$ cat src/rtl/vga_pixel_pkg.sv
// Shared definitions for the 8-bit scaled-pixel frame buffer format {type[1:0], data[5:0]}.
// The writer produces this format and the display-side mux decodes it.
package vga_pixel_pkg;

    localparam logic [1:0] TYPE_GRAY  = 2'b00;
    localparam logic [1:0] TYPE_DRAWN = 2'b11;

    localparam logic [5:0] COLOR_MAGENTA = 6'b111111;
    localparam logic [5:0] COLOR_YELLOW  = 6'b101010;
    localparam logic [5:0] COLOR_BLUE    = 6'b000000;

    typedef enum logic [1:0] {
        SEL_MAGENTA  = 2'b00,
        SEL_YELLOW   = 2'b01,
        SEL_BLUE     = 2'b10,
        SEL_BLUE_ALT = 2'b11
    } color_sel_e;

    typedef enum logic {
        ST_IDLE   = 1'b0,
        ST_ACTIVE = 1'b1
    } fbw_state_e;

    // Map an overlay colour select onto its 6-bit drawn-colour code.
    function automatic logic [5:0] drawn_code(input color_sel_e sel);
        case (sel)
            SEL_MAGENTA: return COLOR_MAGENTA;
            SEL_YELLOW:  return COLOR_YELLOW;
            default:     return COLOR_BLUE;
        endcase
    endfunction

endpackage

$ cat src/rtl/frame_buffer_writer_if.sv
// Pixel-stream input and BRAM write-port output of the frame buffer writer.
// master = camera/drawing side driving pixels; slave = the writer itself.
interface frame_buffer_writer_if #(
    parameter int ADDR_W = 16
);
    import vga_pixel_pkg::*;

    logic              frame_start_in;
    logic              pixel_valid_in;
    logic [10:0]       hcount_in;
    logic [9:0]        vcount_in;
    logic [15:0]       pixel_in;
    logic              draw_in;
    color_sel_e        color_sel_in;

    logic [ADDR_W-1:0] bram_addr_out;
    logic [7:0]        bram_data_out;
    logic              bram_we_out;
    logic              frame_done_out;
    logic              overflow_out;

    modport master (
        output frame_start_in, pixel_valid_in, hcount_in, vcount_in,
               pixel_in, draw_in, color_sel_in,
        input  bram_addr_out, bram_data_out, bram_we_out, frame_done_out, overflow_out
    );

    modport slave (
        input  frame_start_in, pixel_valid_in, hcount_in, vcount_in,
               pixel_in, draw_in, color_sel_in,
        output bram_addr_out, bram_data_out, bram_we_out, frame_done_out, overflow_out
    );

endinterface

$ cat src/rtl/rgb565_to_gray6.sv
// RGB565 to 6-bit luma: registers the weighted sum 2*r6 + 5*g6 + b6, then divides by 8.
module rgb565_to_gray6 (
    input  logic        clk_in,
    input  logic        rst_in,
    input  logic [15:0] pixel_in,
    output logic [5:0]  gray6_out
);

    logic [5:0] r6, g6, b6;
    logic [8:0] sum_d, sum_q;

    // Expand 5-bit channels to 6 bits by replicating the MSB and form the luma sum.
    always_comb begin
        r6    = {pixel_in[15:11], pixel_in[15]};
        g6    = pixel_in[10:5];
        b6    = {pixel_in[4:0], pixel_in[4]};
        // Maximum is 504, so 9 bits never overflow.
        sum_d = {2'b00, r6, 1'b0} + ({3'b000, g6} << 2) + {3'b000, g6} + {3'b000, b6};
    end

    // Pipeline register for the partial sum.
    always_ff @(posedge clk_in) begin
        // NOTE: sequential state uses non-blocking assignments so every flop samples pre-edge values.
        if (rst_in) sum_q <= '0;
        else        sum_q <= sum_d;
    end

    assign gray6_out = sum_q[8:3];

endmodule

$ cat src/rtl/frame_buffer_writer.sv
// Decimates the camera/overlay pixel stream and writes encoded pixels sequentially into BRAM.
// Two-stage pipeline: stage 1 holds address/controls/partial luma, stage 2 holds the final write.
module frame_buffer_writer
    import vga_pixel_pkg::*;
#(
    parameter int H_ACTIVE    = 1024,
    parameter int V_ACTIVE    = 768,
    parameter int SCALE_SHIFT = 2,
    parameter int ADDR_W      = 16
) (
    input  logic                  clk_in,
    input  logic                  rst_in,
    frame_buffer_writer_if.slave  bus
);

    localparam int                DEPTH     = (H_ACTIVE >> SCALE_SHIFT) * (V_ACTIVE >> SCALE_SHIFT);
    localparam logic [ADDR_W-1:0] LAST_ADDR = ADDR_W'(DEPTH - 1);
    localparam logic [10:0]       H_MASK    = 11'((1 << SCALE_SHIFT) - 1);
    localparam logic [9:0]        V_MASK    = 10'((1 << SCALE_SHIFT) - 1);

    fbw_state_e        state_q, state_d;
    logic [ADDR_W-1:0] cnt_q, cnt_d;
    logic              full_q, full_d;   // frame completed, no frame_start_in seen since
    logic              ovf_q, ovf_d;

    logic              s1_we_q, s1_we_d;
    logic              s1_done_q, s1_done_d;
    logic              s1_draw_q, s1_draw_d;
    color_sel_e        s1_sel_q, s1_sel_d;
    logic [ADDR_W-1:0] s1_addr_q, s1_addr_d;

    logic              s2_we_q, s2_we_d;
    logic              s2_done_q, s2_done_d;
    logic [ADDR_W-1:0] s2_addr_q, s2_addr_d;
    logic [7:0]        s2_data_q, s2_data_d;

    logic              keep;
    logic [ADDR_W-1:0] wr_addr;
    logic [5:0]        gray6;

    rgb565_to_gray6 u_gray (
        .clk_in    (clk_in),
        .rst_in    (rst_in),
        .pixel_in  (bus.pixel_in),
        .gray6_out (gray6)
    );

    // Keep rule: valid, inside the active area, and on the decimation grid in both axes.
    always_comb begin
        keep = bus.pixel_valid_in
            && (int'(bus.hcount_in) < H_ACTIVE)
            && (int'(bus.vcount_in) < V_ACTIVE)
            && ((bus.hcount_in & H_MASK) == '0)
            && ((bus.vcount_in & V_MASK) == '0);
    end

    // Frame FSM, address counter, overflow flag and stage-1 capture.
    always_comb begin
        // NOTE: every output of this block gets a default first, so no path can infer a latch.
        state_d   = state_q;
        cnt_d     = cnt_q;
        full_d    = full_q;
        ovf_d     = ovf_q;
        s1_we_d   = 1'b0;
        s1_done_d = 1'b0;
        s1_draw_d = bus.draw_in;
        s1_sel_d  = bus.color_sel_in;
        // A kept pixel coincident with frame_start_in belongs to the new frame at address 0.
        wr_addr   = bus.frame_start_in ? '0 : cnt_q;
        s1_addr_d = wr_addr;

        if (bus.frame_start_in) begin
            state_d = ST_ACTIVE;
            cnt_d   = '0;
            full_d  = 1'b0;
            ovf_d   = 1'b0;
        end

        if (keep) begin
            if (bus.frame_start_in || state_q == ST_ACTIVE) begin
                s1_we_d = 1'b1;
                cnt_d   = wr_addr + 1'b1;
                if (wr_addr == LAST_ADDR) begin
                    s1_done_d = 1'b1;
                    state_d   = ST_IDLE;
                    cnt_d     = '0;
                    full_d    = 1'b1;
                end
            end else if (full_q) begin
                ovf_d = 1'b1;
            end
        end
    end

    // Stage 2: final encoding of the pixel carried with its stage-1 address.
    always_comb begin
        s2_we_d   = s1_we_q;
        s2_done_d = s1_done_q;
        s2_addr_d = s1_addr_q;
        s2_data_d = s1_draw_q ? {TYPE_DRAWN, drawn_code(s1_sel_q)} : {TYPE_GRAY, gray6};
    end

    // State and pipeline registers; reset squashes any write in flight.
    always_ff @(posedge clk_in) begin
        if (rst_in) begin
            state_q   <= ST_IDLE;
            cnt_q     <= '0;
            full_q    <= 1'b0;
            ovf_q     <= 1'b0;
            s1_we_q   <= 1'b0;
            s1_done_q <= 1'b0;
            s1_draw_q <= 1'b0;
            s1_sel_q  <= SEL_MAGENTA;
            s1_addr_q <= '0;
            s2_we_q   <= 1'b0;
            s2_done_q <= 1'b0;
            s2_addr_q <= '0;
            s2_data_q <= '0;
        end else begin
            state_q   <= state_d;
            cnt_q     <= cnt_d;
            full_q    <= full_d;
            ovf_q     <= ovf_d;
            s1_we_q   <= s1_we_d;
            s1_done_q <= s1_done_d;
            s1_draw_q <= s1_draw_d;
            s1_sel_q  <= s1_sel_d;
            s1_addr_q <= s1_addr_d;
            s2_we_q   <= s2_we_d;
            s2_done_q <= s2_done_d;
            s2_addr_q <= s2_addr_d;
            s2_data_q <= s2_data_d;
        end
    end

    assign bus.bram_addr_out  = s2_addr_q;
    assign bus.bram_data_out  = s2_data_q;
    assign bus.bram_we_out    = s2_we_q;
    assign bus.frame_done_out = s2_done_q;
    assign bus.overflow_out   = ovf_q;

endmodule

$ cat src/flat_wrapper.sv
// flat-port wrapper written by rule: the top's interface ports become plain ports
module frame_buffer_writer_flat import vga_pixel_pkg::*;
#(
    parameter int H_ACTIVE    = 1024,
    parameter int V_ACTIVE    = 768,
    parameter int SCALE_SHIFT = 2,
    parameter int ADDR_W      = 16
)
  (clk_in, rst_in, bus_frame_start_in, bus_pixel_valid_in, bus_hcount_in, bus_vcount_in, bus_pixel_in, bus_draw_in, bus_color_sel_in, bus_bram_addr_out, bus_bram_data_out, bus_bram_we_out, bus_frame_done_out, bus_overflow_out);
  frame_buffer_writer_if #(.ADDR_W(ADDR_W)) bus_i ();
  input  logic clk_in;
  input  logic rst_in;
  input wire logic [$bits(bus_i.frame_start_in)-1:0] bus_frame_start_in;
  input wire logic [$bits(bus_i.pixel_valid_in)-1:0] bus_pixel_valid_in;
  input wire logic [$bits(bus_i.hcount_in)-1:0] bus_hcount_in;
  input wire logic [$bits(bus_i.vcount_in)-1:0] bus_vcount_in;
  input wire logic [$bits(bus_i.pixel_in)-1:0] bus_pixel_in;
  input wire logic [$bits(bus_i.draw_in)-1:0] bus_draw_in;
  input wire logic [$bits(bus_i.color_sel_in)-1:0] bus_color_sel_in;
  output wire logic [$bits(bus_i.bram_addr_out)-1:0] bus_bram_addr_out;
  output wire logic [$bits(bus_i.bram_data_out)-1:0] bus_bram_data_out;
  output wire logic [$bits(bus_i.bram_we_out)-1:0] bus_bram_we_out;
  output wire logic [$bits(bus_i.frame_done_out)-1:0] bus_frame_done_out;
  output wire logic [$bits(bus_i.overflow_out)-1:0] bus_overflow_out;
  assign bus_i.frame_start_in = bus_frame_start_in;
  assign bus_i.pixel_valid_in = bus_pixel_valid_in;
  assign bus_i.hcount_in = bus_hcount_in;
  assign bus_i.vcount_in = bus_vcount_in;
  assign bus_i.pixel_in = bus_pixel_in;
  assign bus_i.draw_in = bus_draw_in;
  assign bus_i.color_sel_in = bus_color_sel_in;
  assign bus_bram_addr_out = bus_i.bram_addr_out;
  assign bus_bram_data_out = bus_i.bram_data_out;
  assign bus_bram_we_out = bus_i.bram_we_out;
  assign bus_frame_done_out = bus_i.frame_done_out;
  assign bus_overflow_out = bus_i.overflow_out;
  frame_buffer_writer #(.H_ACTIVE(H_ACTIVE), .V_ACTIVE(V_ACTIVE), .SCALE_SHIFT(SCALE_SHIFT), .ADDR_W(ADDR_W)) u_core (.clk_in(clk_in), .rst_in(rst_in), .bus(bus_i));
endmodule
$ cat config.mk
export PLATFORM = sky130hd
export DESIGN_NAME = frame_buffer_writer_flat
export DESIGN_NICKNAME = d
export VERILOG_FILES = /design/src/rtl/vga_pixel_pkg.sv /design/src/rtl/frame_buffer_writer_if.sv /design/src/rtl/rgb565_to_gray6.sv /design/src/rtl/frame_buffer_writer.sv /design/src/flat_wrapper.sv
export SDC_FILE = /design/constraint.sdc
export NUM_CORES = 1
export LEC_CHECK = 0
export BUFFER_PORTS_ARGS = -buffer_cell sky130_fd_sc_hd__buf_2
export CAP_MARGIN = 20
export CORE_UTILIZATION = 50
export DETAILED_ROUTE_END_ITERATION = 7
export PLACE_DENSITY = 0.83
export SLEW_MARGIN = 20
export SYNTH_ARGS = -nofsm -noshare
export SYNTH_HDL_FRONTEND = slang
export SYNTH_SLANG_ARGS = --single-unit
$ cat constraint.sdc
create_clock -name clk_in -period 3.1 [get_ports clk_in]
set_clock_uncertainty 0.05 [all_clocks]
set_input_delay 0.155 -clock clk_in [delete_from_list [all_inputs] [get_ports clk_in]]
set_output_delay 0.155 -clock clk_in [all_outputs]
set_load 0.05 [all_outputs]
==> impl_metrics.json <==
{
  "core_mm2": 0.005956,
  "synthTopCellsByCount": "71 x dfxtp_1, 29 x inv_1, 29 x nor2b_1",
  "worstHoldPathCells": 2,
  "critPathSlowestCell": "fa_1",
  "ir_worst_vdd_mv": 0.3704,
  "vias": 2425,
  "drt.antenna.violating_nets": 0,
  "yosys_warnings": 0,
  "regArea_mm2": 0.001421,
  "ys_seq_area_frac": 0.4573,
  "crit_arrival_ps": 2890,
  "antenna_cells": 0,
  "io_pins": 71,
  "rrSetupSlack_ps": 680,
  "hold_end": "u_core.cnt_q[4]",
  "drv_slew": 0,
  "hold_viol": 0,
  "powerDensity_mw_per_mm2": 568.1,
  "hold_path_class": "primary input to flop",
  "cts-root-buf": "clkbuf_8",
  "timing.rr.start": "u_core.cnt_q[1]",
  "layout.nets": 449,
  "setup_violations": 0,
  "drt-initial-drc-count": 245,
  "synth.cell_area_mm2": 0.003108,
  "postSynthCellCount": 327,
  "wl_per_cell_um": 12.68,
  "synth-seq-cells": 71,
  "met1_usage": 0.2453,
  "utilization": 0.6202,
  "r2r_end": "u_core.cnt_q[13]",
  "max-clock-path-buffers": 2,
  "worst-path-buf-inv": 4,
  "min_period_ps": 2707,
  "reg2reg_depth": 7,
  "synth_top_area_frac": 0.4573,
  "antenna_found_initial": 0,
  "async_flop_share": 0,
  "dr.pass1.iters": 5,
  "synth.most_common_cell": "dfxtp_1",
  "rows": 28,
  "cts.sinks": 71,
  "cts_setup_buffers": 0,
  "cts_tree": "done",
  "max_freq_mhz": 369.4,
  "cts_buffers": 9,
  "drv_cap": 0,
  "hp-start": "bus_frame_start_in",
  "rsz0062_at_grt": "false",
  "synth_area_leader_cell": "dfxtp_1",
  "syn_to_final_growth_pct": 18.84,
  "die_x_um": 80.84,
  "grt_pass1_vias": 2128,
  "synth_edf_count": 0,
  "crit_fanout": 3,
  "dieArea_mm2": 0.006535,
  "multi_input_area_mm2": 0.001516,
  "drive_gt1_frac": 0.2148,
  "crit_chain": "buf_2 -> inv_1 -> fa_1 -> inv_1 -> fa_1 -> and4_1 -> inv_1 -> fa_1 -> nor2b_1 -> o21ai_1 -> a21boi_0 -> or4_1 -> nand3_1",
  "grt_use_met2": 0.3084,
  "cp_slowest_stage_delay_ps": 530,
  "syn-num-nets": 390,
  "cts_max_level": 3,
  "period_share": 0.8733,
  "worstMarginPinSlew_ps": 687.3,
  "vias_per_cell": 5.204,
  "grt.total_usage": 0.1954,
  "syn_avg_cell_area_um2": 9.505,
  "synth_ff_type": "dfxtp_1",
  "fill_cells": 515,
  "leakage_uw": 0.001682,
  "crit_family": "adder cells",
  "synthTopCellsByArea": "dfxtp_1 46%, fa_1 6.4%, nor2b_1 5.8%",
  "grt_first_pass_wirelength_mm": 9.473,
  "portBuffers": 56,
  "die_y_um": 80.84,
  "synth.distinct_cells": 52,
  "clk_latency_ps": 350,
  "end_kind": "flop",
  "outcome": "finished, final reports clean",
  "met3_usage": 0.05618,
  "start_util": 0.5218,
  "setup_tns_ps": 0,
  "relSlewSlack": 0.5384,
  "drt_wl_total_mm": 5.909,
  "drc_errors": 0,
  "worstPathRequired_ps": 3280,
  "overflow": 0,
  "startpoint_type": "primary input",
  "grt_max_degree": 42,
  "routabilityCongestion": 0.8790,
  "grt-busiest-layer": "met2",
  "path_clk_slew_ps": 80,
  "worstSetupPathType": "primary input to flop",
  "hpwl_mm": 4.198
}
==> routing by layer <==
metal	part of all wire	vias to the layer above
met2	0.49	78
li1	-	1216
met4	0.015	0
met1	0.43	1122
met3	0.069	9
met5	0	-
==> sequential cells by signal (all words and copies together), names as in the netlist, 2 cells and up <==
name / flops
u_core.s1_addr_q: 16
u_core.cnt_q: 16
u_core.u_gray.sum_q: 6
u_core.bus.bram_data_out: 7
u_core.bus.bram_addr_out: 16
u_core.s1_sel_q: 2
==> per-stage QoR <==
stage	total power, µW	hold WS (ps)	cell area, µm²	std cells	setup slack, ps
6_report	2098	181.6	3694	466	392.9
2_1_floorplan	1206	233.2	3108	327	420.3
5_1_grt	2195	186.0	3694	466	276.1
4_1_cts	2115	160.5	3694	466	433.5
3_5_place_dp	1285	328.6	3432	447	63.10
3_3_place_gp	1267	322.3	3432	447	211.1
==> repair_timing <==
item / in CTS / in global routing
hold buffers: 3 / 0
endpoints found under the hold margin: 3 / 0
gates resized for setup: 0 / 0
==> area by class of cell <==
| type | instances | area share |
|---|---|---|
| flip-flops and latches | 71 | 0.3848 |
| multi-input cells | 214 | 0.4106 |
| inverters | 30 | 0.03049 |
| well taps | 75 | 0.02541 |
| repair buffers | 60 | 0.08604 |
| clock inverters | 5 | 0.02168 |
| clock buffers | 11 | 0.04099 |
==> kinds of logic after synthesis <==
group	share of synthesized area
xor+xnor	0.005637
simple gates	0.2846
buf+inv	0.05475
fa+ha+maj	0.1006
flops	0.4573
mux	0.003221
compound gates	0.09381
==> report_power, final <==
group	internal (µW)	leakage, µW	total [µW]	switching [µW]
logic	120	0.000995	305	185
clock network	495	0.000112	831	336
registers	950	0.000576	962	11.3
total	1570	0.00168	2100	533
==> worst max path at each step <==
stage / to / from / slack (ps) / cells past startpoint
2_1_floorplan: u_core.u_gray.sum_q[8] / bus_pixel_in[1] / 420 / 12
3_3_place_gp: u_core.u_gray.sum_q[8] / bus_pixel_in[1] / 210 / 13
3_5_place_dp: u_core.u_gray.sum_q[8] / bus_pixel_in[1] / 60 / 13
4_1_cts: u_core.u_gray.sum_q[8] / bus_pixel_in[1] / 430 / 13
5_1_grt: u_core.u_gray.sum_q[8] / bus_pixel_in[1] / 280 / 13
6_report: u_core.u_gray.sum_q[8] / bus_pixel_in[1] / 390 / 13
==> placed cells by master, fill, tap and decap left out, types with 3 or more instances in the layout <==
cell           Yosys  layout
dlygate4sd3_1      0       3
nand4_1            4       4
nor3b_1            5       5
fa_1              10      10
o21ai_1            5       5
nand2b_1          11      11
dfxtp_1           71      71
nor2_1            25      25
nor4_4             3       3
nand3_1           12      12
buf_2              1      56
ha_1               9       9
nand2_1           21      21
a211oi_1           4       4
nand3b_1           3       3
inv_1             29      29
nor3_1             8       8
a21oi_1           22      22
clkbuf_8           0      11
o21ai_0            3       3
and2_1             5       5
nor2b_1           29      29
No activity file was read; power rests on OpenSTA's default activity.
